<file path="config.mk">
export PLATFORM = sky130hd
export DESIGN_NAME = aes_key_sched_reader_flat
export DESIGN_NICKNAME = d
export VERILOG_FILES = /design/src/rtl/aes_key_sched_reader_if.sv /design/src/rtl/aes_key_sched_reader.sv /design/src/flat_wrapper.sv
export SDC_FILE = /design/constraint.sdc
export NUM_CORES = 1
export LEC_CHECK = 0
export ABC_AREA = 1
export ABC_CLOCK_PERIOD_IN_PS = 4100
export CORE_AREA = 3 3 311 313
export CTS_CLUSTER_DIAMETER = 100
export DETAILED_ROUTE_END_ITERATION = 8
export DIE_AREA = 0 0 314 316
export HOLD_SLACK_MARGIN = 0.03
export PLACE_DENSITY = 0.44
export RECOVER_POWER = 25
export SYNTH_ARGS = -nofsm -noshare
export SYNTH_HDL_FRONTEND = slang
export SYNTH_SLANG_ARGS = --single-unit
export TNS_END_PERCENT = 30
</file>
<file path="constraint.sdc">
create_clock -name clk -period 4.1 [get_ports clk]
set_clock_uncertainty 0.2 [all_clocks]
set_input_delay 0.615 -clock clk [delete_from_list [all_inputs] [get_ports clk]]
set_output_delay 0.615 -clock clk [all_outputs]
set_load 0.03 [all_outputs]
</file>
<file path="src/rtl/aes_key_sched_reader_if.sv">
// Bus bundle for the AES round-key reader: host key-load handshake,
// key-expansion load/read side and round-key stream towards the cipher core.
interface aes_key_sched_reader_if;
   // Host key load
   logic [255:0] host_key;
   logic [1:0]   host_ksize;
   logic         host_kvalid;
   logic         host_kready;
   // Key-expansion load side
   logic [255:0] CipherKey;
   logic         k_ready;
   logic [3:0]   Nk;
   // Key-expansion read side
   logic [3:0]   Addr;
   logic [127:0] ex_key;
   logic         ex_valid;
   // Round-key stream control
   logic         rk_start;
   logic         rk_dir;
   logic         rk_abort;
   // Round-key stream output
   logic [127:0] rk_out;
   logic         rk_valid;
   logic         rk_ready;
   logic [3:0]   rk_round;
   logic         rk_last;
   // Status
   logic         busy;
   logic         err;

   // Environment side: host, key expansion and round-key consumer
   modport master (
      output host_key, host_ksize, host_kvalid, ex_key, ex_valid,
             rk_start, rk_dir, rk_abort, rk_ready,
      input  host_kready, CipherKey, k_ready, Nk, Addr,
             rk_out, rk_valid, rk_round, rk_last, busy, err
   );

   // Reader side
   modport slave (
      input  host_key, host_ksize, host_kvalid, ex_key, ex_valid,
             rk_start, rk_dir, rk_abort, rk_ready,
      output host_kready, CipherKey, k_ready, Nk, Addr,
             rk_out, rk_valid, rk_round, rk_last, busy, err
   );
endinterface

</file>
<file path="src/rtl/aes_key_sched_reader.sv">
// AES round-key reader: accepts a cipher key from the host, hands it to the
// key-expansion block for one cycle, then streams round keys 0..Nr (forward)
// or Nr..0 (reverse) to the cipher core with a valid/ready handshake.
module aes_key_sched_reader (
   input logic                    clk,
   input logic                    rst_n,
   aes_key_sched_reader_if.slave  bus
);

   typedef enum logic [2:0] {IDLE, LOAD, PRIME, READY, FETCH, HOLD} state_e;

   state_e         state_q, state_d;
   logic [255:0]   cipher_key_q, cipher_key_d;
   logic [3:0]     nk_q, nk_d;
   logic [3:0]     nr_q, nr_d;
   logic           k_ready_q, k_ready_d;
   logic [3:0]     addr_q, addr_d;       // also serves as the round counter
   logic [127:0]   rk_out_q, rk_out_d;
   logic           rk_valid_q, rk_valid_d;
   logic [3:0]     rk_round_q, rk_round_d;
   logic           rk_last_q, rk_last_d;
   logic           err_q, err_d;
   logic           dir_q, dir_d;
   logic           first_q, first_d;     // first cycle in PRIME/FETCH: ex_valid not yet trustworthy

   logic           load_acc;
   logic [3:0]     end_round;

   assign bus.host_kready = (state_q == IDLE) || (state_q == READY);
   assign bus.busy        = (state_q == LOAD) || (state_q == PRIME) ||
                            (state_q == FETCH) || (state_q == HOLD);

   assign load_acc  = bus.host_kvalid & bus.host_kready;
   assign end_round = dir_q ? 4'd0 : nr_q;

   assign bus.CipherKey = cipher_key_q;
   assign bus.Nk        = nk_q;
   assign bus.k_ready   = k_ready_q;
   assign bus.Addr      = addr_q;
   assign bus.rk_out    = rk_out_q;
   assign bus.rk_valid  = rk_valid_q;
   assign bus.rk_round  = rk_round_q;
   assign bus.rk_last   = rk_last_q;
   assign bus.err       = err_q;

   // Next-state and next-output decode for the whole reader.
   always_comb begin
      // NOTE: every _d is defaulted to its _q first so no path leaves a signal
      // unassigned; a missing default here would infer a latch.
      state_d      = state_q;
      cipher_key_d = cipher_key_q;
      nk_d         = nk_q;
      nr_d         = nr_q;
      k_ready_d    = k_ready_q;
      addr_d       = addr_q;
      rk_out_d     = rk_out_q;
      rk_valid_d   = rk_valid_q;
      rk_round_d   = rk_round_q;
      rk_last_d    = rk_last_q;
      err_d        = err_q;
      dir_d        = dir_q;
      first_d      = first_q;

      case (state_q)
         IDLE, READY: begin
            if (load_acc) begin
               // A key load wins over rk_start in READY
               if (bus.host_ksize == 2'd3) begin
                  err_d = 1'b1;
               end else begin
                  cipher_key_d = bus.host_key;
                  case (bus.host_ksize)
                     2'd0:    begin nk_d = 4'd4; nr_d = 4'd10; end
                     2'd1:    begin nk_d = 4'd6; nr_d = 4'd12; end
                     default: begin nk_d = 4'd8; nr_d = 4'd14; end
                  endcase
                  err_d     = 1'b0;
                  k_ready_d = 1'b1;
                  state_d   = LOAD;
               end
            end else if ((state_q == READY) && bus.rk_start) begin
               dir_d   = bus.rk_dir;
               addr_d  = bus.rk_dir ? nr_q : 4'd0;
               first_d = 1'b1;
               state_d = FETCH;
            end
         end
         LOAD: begin
            // Key expansion has captured the key; stop exposing it
            k_ready_d    = 1'b0;
            cipher_key_d = '0;
            nk_d         = '0;
            addr_d       = '0;
            first_d      = 1'b1;
            state_d      = PRIME;
         end
         PRIME: begin
            if (first_q)           first_d = 1'b0;
            else if (bus.ex_valid) state_d = READY;
         end
         FETCH: begin
            if (bus.rk_abort) begin
               rk_valid_d = 1'b0;
               rk_last_d  = 1'b0;
               state_d    = READY;
            end else if (first_q) begin
               first_d = 1'b0;
            end else if (bus.ex_valid) begin
               rk_out_d   = bus.ex_key;
               rk_round_d = addr_q;
               rk_last_d  = (addr_q == end_round);
               rk_valid_d = 1'b1;
               state_d    = HOLD;
            end
         end
         HOLD: begin
            if (bus.rk_abort) begin
               rk_valid_d = 1'b0;
               rk_last_d  = 1'b0;
               state_d    = READY;
            end else if (bus.rk_ready) begin
               rk_valid_d = 1'b0;
               rk_last_d  = 1'b0;
               if (rk_last_q) begin
                  state_d = READY;
               end else begin
                  // Terminal key ends the walk, so Addr never leaves 0..Nr
                  addr_d  = dir_q ? (addr_q - 4'd1) : (addr_q + 4'd1);
                  first_d = 1'b1;
                  state_d = FETCH;
               end
            end
         end
         default: state_d = IDLE;
      endcase
   end

   // State and output registers with asynchronous clear.
   always_ff @(posedge clk or negedge rst_n) begin
      if (!rst_n) begin
         // NOTE: the 256-bit key register is cleared on reset on purpose: a reset
         // must discard the loaded key, so it is not left as reset-free storage.
         state_q      <= IDLE;
         cipher_key_q <= '0;
         nk_q         <= '0;
         nr_q         <= '0;
         k_ready_q    <= 1'b0;
         addr_q       <= '0;
         rk_out_q     <= '0;
         rk_valid_q   <= 1'b0;
         rk_round_q   <= '0;
         rk_last_q    <= 1'b0;
         err_q        <= 1'b0;
         dir_q        <= 1'b0;
         first_q      <= 1'b0;
      end else begin
         // NOTE: non-blocking assignments so every register samples the values
         // from before this edge regardless of statement order.
         state_q      <= state_d;
         cipher_key_q <= cipher_key_d;
         nk_q         <= nk_d;
         nr_q         <= nr_d;
         k_ready_q    <= k_ready_d;
         addr_q       <= addr_d;
         rk_out_q     <= rk_out_d;
         rk_valid_q   <= rk_valid_d;
         rk_round_q   <= rk_round_d;
         rk_last_q    <= rk_last_d;
         err_q        <= err_d;
         dir_q        <= dir_d;
         first_q      <= first_d;
      end
   end

endmodule

</file>
<file path="src/flat_wrapper.sv">
// flat-port wrapper written by rule: the top's interface ports become plain ports
module aes_key_sched_reader_flat 
  (clk, rst_n, bus_host_key, bus_host_ksize, bus_host_kvalid, bus_ex_key, bus_ex_valid, bus_rk_start, bus_rk_dir, bus_rk_abort, bus_rk_ready, bus_host_kready, bus_CipherKey, bus_k_ready, bus_Nk, bus_Addr, bus_rk_out, bus_rk_valid, bus_rk_round, bus_rk_last, bus_busy, bus_err);
  aes_key_sched_reader_if bus_i ();
  input logic clk;
  input logic rst_n;
  input wire logic [$bits(bus_i.host_key)-1:0] bus_host_key;
  input wire logic [$bits(bus_i.host_ksize)-1:0] bus_host_ksize;
  input wire logic [$bits(bus_i.host_kvalid)-1:0] bus_host_kvalid;
  input wire logic [$bits(bus_i.ex_key)-1:0] bus_ex_key;
  input wire logic [$bits(bus_i.ex_valid)-1:0] bus_ex_valid;
  input wire logic [$bits(bus_i.rk_start)-1:0] bus_rk_start;
  input wire logic [$bits(bus_i.rk_dir)-1:0] bus_rk_dir;
  input wire logic [$bits(bus_i.rk_abort)-1:0] bus_rk_abort;
  input wire logic [$bits(bus_i.rk_ready)-1:0] bus_rk_ready;
  output wire logic [$bits(bus_i.host_kready)-1:0] bus_host_kready;
  output wire logic [$bits(bus_i.CipherKey)-1:0] bus_CipherKey;
  output wire logic [$bits(bus_i.k_ready)-1:0] bus_k_ready;
  output wire logic [$bits(bus_i.Nk)-1:0] bus_Nk;
  output wire logic [$bits(bus_i.Addr)-1:0] bus_Addr;
  output wire logic [$bits(bus_i.rk_out)-1:0] bus_rk_out;
  output wire logic [$bits(bus_i.rk_valid)-1:0] bus_rk_valid;
  output wire logic [$bits(bus_i.rk_round)-1:0] bus_rk_round;
  output wire logic [$bits(bus_i.rk_last)-1:0] bus_rk_last;
  output wire logic [$bits(bus_i.busy)-1:0] bus_busy;
  output wire logic [$bits(bus_i.err)-1:0] bus_err;
  assign bus_i.host_key = bus_host_key;
  assign bus_i.host_ksize = bus_host_ksize;
  assign bus_i.host_kvalid = bus_host_kvalid;
  assign bus_i.ex_key = bus_ex_key;
  assign bus_i.ex_valid = bus_ex_valid;
  assign bus_i.rk_start = bus_rk_start;
  assign bus_i.rk_dir = bus_rk_dir;
  assign bus_i.rk_abort = bus_rk_abort;
  assign bus_i.rk_ready = bus_rk_ready;
  assign bus_host_kready = bus_i.host_kready;
  assign bus_CipherKey = bus_i.CipherKey;
  assign bus_k_ready = bus_i.k_ready;
  assign bus_Nk = bus_i.Nk;
  assign bus_Addr = bus_i.Addr;
  assign bus_rk_out = bus_i.rk_out;
  assign bus_rk_valid = bus_i.rk_valid;
  assign bus_rk_round = bus_i.rk_round;
  assign bus_rk_last = bus_i.rk_last;
  assign bus_busy = bus_i.busy;
  assign bus_err = bus_i.err;
  aes_key_sched_reader u_core (.clk(clk), .rst_n(rst_n), .bus(bus_i));
endmodule
</file>
==> metrics.md <==
| Metric | Value |
|---|---|
| Post-Synthesis Cells | 1806 |
| Syn avg cell area | ~8.9 µm² |
| Synthesized cell area | 16000 µm² |
| Net Count, Synth | roughly 2200 |
| Initial DRC count | 856 |
| Buf/Inv on CP | 1 |
| Maximum VDD drop | about 400 µV |
| DR pass1 iterations | 5 |
| Max Freq | approximately 310 MHz |
| HPWL Detailed | 48500 µm |
| WL final | about 64000 µm |
| Largest area contributor in the netlist | dfrtp_1 |
| Post-synth top area share | 0.635 |
| Initial antenna violation count | 6 |
| Initial core utilization | 0.169 |
| Pleak | 13.1 nW |
| Fill cell count | 10057 |
| Maximum fanout along the worst path | 9 |
| GPL Wtd Cong | 0.789 |
| Synth top area cells | dfrtp_1 (64%), nand2_1 (22%), o21ai_0 (4.6%) |
| Total core area | 94600 µm² |
| Final core utilization | 0.286 |
| Routed length per instance | 16.5 µm |
| Run status | finished with violations |
| Top-count cell post-synth | nand2_1 |
| FFs w/ async S/R, synth | 1.00 |
| CP Cell Sequence | nor2_1 > nand2_1 > nand2_4 > clkdlybuf4s50_1 |
| Vias in the first global route | around 15000 |
| Cell Pwr Density | 718 nW/µm² |
| Worst EP arrival | 2.43 ns |
| DRC | 0 |
| Post-synthesis register bit count | about 400 |
| P&R area growth vs syn | 68.8% |
| Die area | 99200 µm² |
| Slowest cell on the critical path | clkdlybuf4s50_1 |
| Vias per cell | 3.65 |
| Delay-heaviest family, CP | buffers and inverters |
| Post-synth cell types | 29 |
| Worst path required time | 3.28 ns |
| Post-synth top cells | nand2_1 (948), dfrtp_1 (407), inv_1 (149) |
| Via count | 14241 |
| Number of CTS-inserted buffers | 52 |
| Final ANT Viol Nets | 0 |
| Clk_lat worst skew | approximately 0.59 ns |
| Ys Warns | 0 |
| I/O pin count | between 700 and 800 |
| Largest net degree at the start of global routing | 117 |
| Post-layout nets | 2996 |
| Setup Fix Bufs, Post-CTS | 0 |
| Num rows | about 110 |
| Slew @ Worst Pin | ~2.5 ns |
| Crit. End Element | output pin |
| Gr ovfl total | 0 |
| Minimum clock period after layout | 3.25 ns |
| Bufs on Longest Clock Path | 3 |
| Setup_tns | 0 ns |
| Final Hold Viols | 0 |
| EDFF count, synth | 0 |
| Port bufs | slightly below 800 |
| Setup-failing EPs final | 0 |
| Post-synthesis sequential area ratio | 0.635 |
| Failing checks | capacitance limit, slew limit |
| CTS sink cnt | 407 |
| Worst hold path type | flip-flop to flip-flop |
| Critical path class | flip-flop to output pin |
| CTS tree | yes |
| Die Y | 316 µm |
| Top_reg_cell synth | dfrtp_1 |
| DIE WIDTH | 314 µm |
| Htree depth | 2 |
| Max-slew violation count | 77 |
| Critical path's largest stage delay | between 0.7 and 0.8 ns |
| First-pass GRT wire length | 95000 µm |
| Layout cell share with drive strength beyond 1 | 0.0478 |
| Maxcap violations | 1 |
| Root buffer cell | clkbuf_16 |
| Slew HR | -0.659 |
| Clock transition at path regs | 0.06 ns |
| Fin crit share | 0.793 |
| Unrepaired setup endpoints after global routing | false |
| CP startpoint kind | flip-flop |
| Total Routing Usage GR | 0.125 |
registers in the layout (all words and copies together) (netlist names):
signal                cells
u_core.bus.err            1
u_core.bus.Nk             3
u_core.bus.k_ready        1
u_core.bus.rk_out       128
u_core.state_q            3
u_core.bus.rk_valid       1
u_core.nr_q               3
u_core.first_q            1
u_core.dir_q              1
u_core.bus.rk_last        1
u_core.bus.CipherKey    256
u_core.bus.rk_round       4
u_core.bus.Addr           4
tightest hold or removal path, cell delays in order, from the launching register on:
cell and delay, ns:
dfrtp_1 0.33, nand2_1 0.05, nand2_1 0.04
metrics by stage:
step	total power [mW]	cells	hold WS [ns]	area (µm²)	worst slack, ns
3_3_place_gp	15.1	3809	0.253	25400	1.29
2_1_floorplan	11.0	1806	0.119	16000	1.98
5_1_grt	20.7	3904	0.287	27100	0.461
6_report	19.4	3905	0.262	27100	0.851
4_1_cts	19.8	3902	0.270	27100	0.803
3_5_place_dp	15.1	3809	0.257	25400	1.23
kinds of logic after synthesis:
family,count (synthesis),synth area share
flip-flops,407,0.635
other,1,0.000234
adder cells (fa/ha/maj),3,0.00281
AO/OA/AOI/OAI,156,0.0506
XOR/XNOR,3,0.00164
AND/OR/NAND/NOR,995,0.238
buffers and inverters,241,0.0713
layer usage:
| layer | part of all wire | vias up | wire length [µm] | global-route usage |
|---|---|---|---|---|
| met3 | 0.097 | 74 | 6210 | 0.0486 |
| li1 | - | 7064 | - | - |
| met5 | 0.00020 | - | 13 | 0 |
| met1 | 0.40 | 6560 | 25700 | 0.146 |
| met4 | 0.022 | 2 | 1440 | 0.0378 |
| met2 | 0.48 | 541 | 31000 | 0.211 |
path summary, 6_finish.rpt:
check,depth (start not counted),endpoint,slack [ns],startpoint
worst min register to register,2,u_core.bus.CipherKey[155]$_DFFE_PN0P_,0.26,u_core.bus.CipherKey[155]$_DFFE_PN0P_
min in group asynchronous,2,u_core.bus.rk_out[49]$_DFFE_PN0P_,1.12,rst_n
worst min-delay path,2,u_core.bus.CipherKey[155]$_DFFE_PN0P_,0.26,u_core.bus.CipherKey[155]$_DFFE_PN0P_
worst max register to register,8,u_core.bus.CipherKey[112]$_DFFE_PN0P_,1.46,u_core.state_q[1]$_DFFE_PN0P_
max in group asynchronous,3,u_core.bus.CipherKey[155]$_DFFE_PN0P_,0.91,rst_n
worst max-delay path,4,bus_host_kready,0.85,u_core.state_q[1]$_DFFE_PN0P_
layout by cell type (no fill, tap or decap), types with 3 or more instances in the layout:
cell type	count
buf_4	16
nor2_1	9
nand4_1	6
clkbuf_16	53
buf_12	11
diode_2	3
nand3_1	24
inv_6	3
clkinv_2	13
clkbuf_2	3
o21ai_0	147
inv_1	149
clkbuf_1	12
nand2_1	948
clkdlybuf4s50_1	793
dfrtp_1	407
clkbuf_8	11
what timing repair did:
item                                    4_1_cts  5_1_grt
gates resized for setup                       0        0
hold buffers                                  1        0
endpoints found under the setup margin        0        0
hold endpoints to repair                     68        0
power by group:
group          leakage [nW]  switching [mW]  internal (mW)
Clock                 0.845            1.85           2.68
Sequential             5.39           0.777           5.33
Combinational          6.84            5.47           3.33
area by class of cell:
type	count	area, µm²	area share
diodes	3	7.51	0.000277
clock buffers	72	1510	0.0557
clock inverters	20	171	0.00633
repair buffers	828	8320	0.307
flip-flops and latches	407	10200	0.376
well taps	1265	1580	0.0585
inverters	152	578	0.0214
multi-input cells	1158	4710	0.174
No activity file was read; power rests on OpenSTA's default activity.
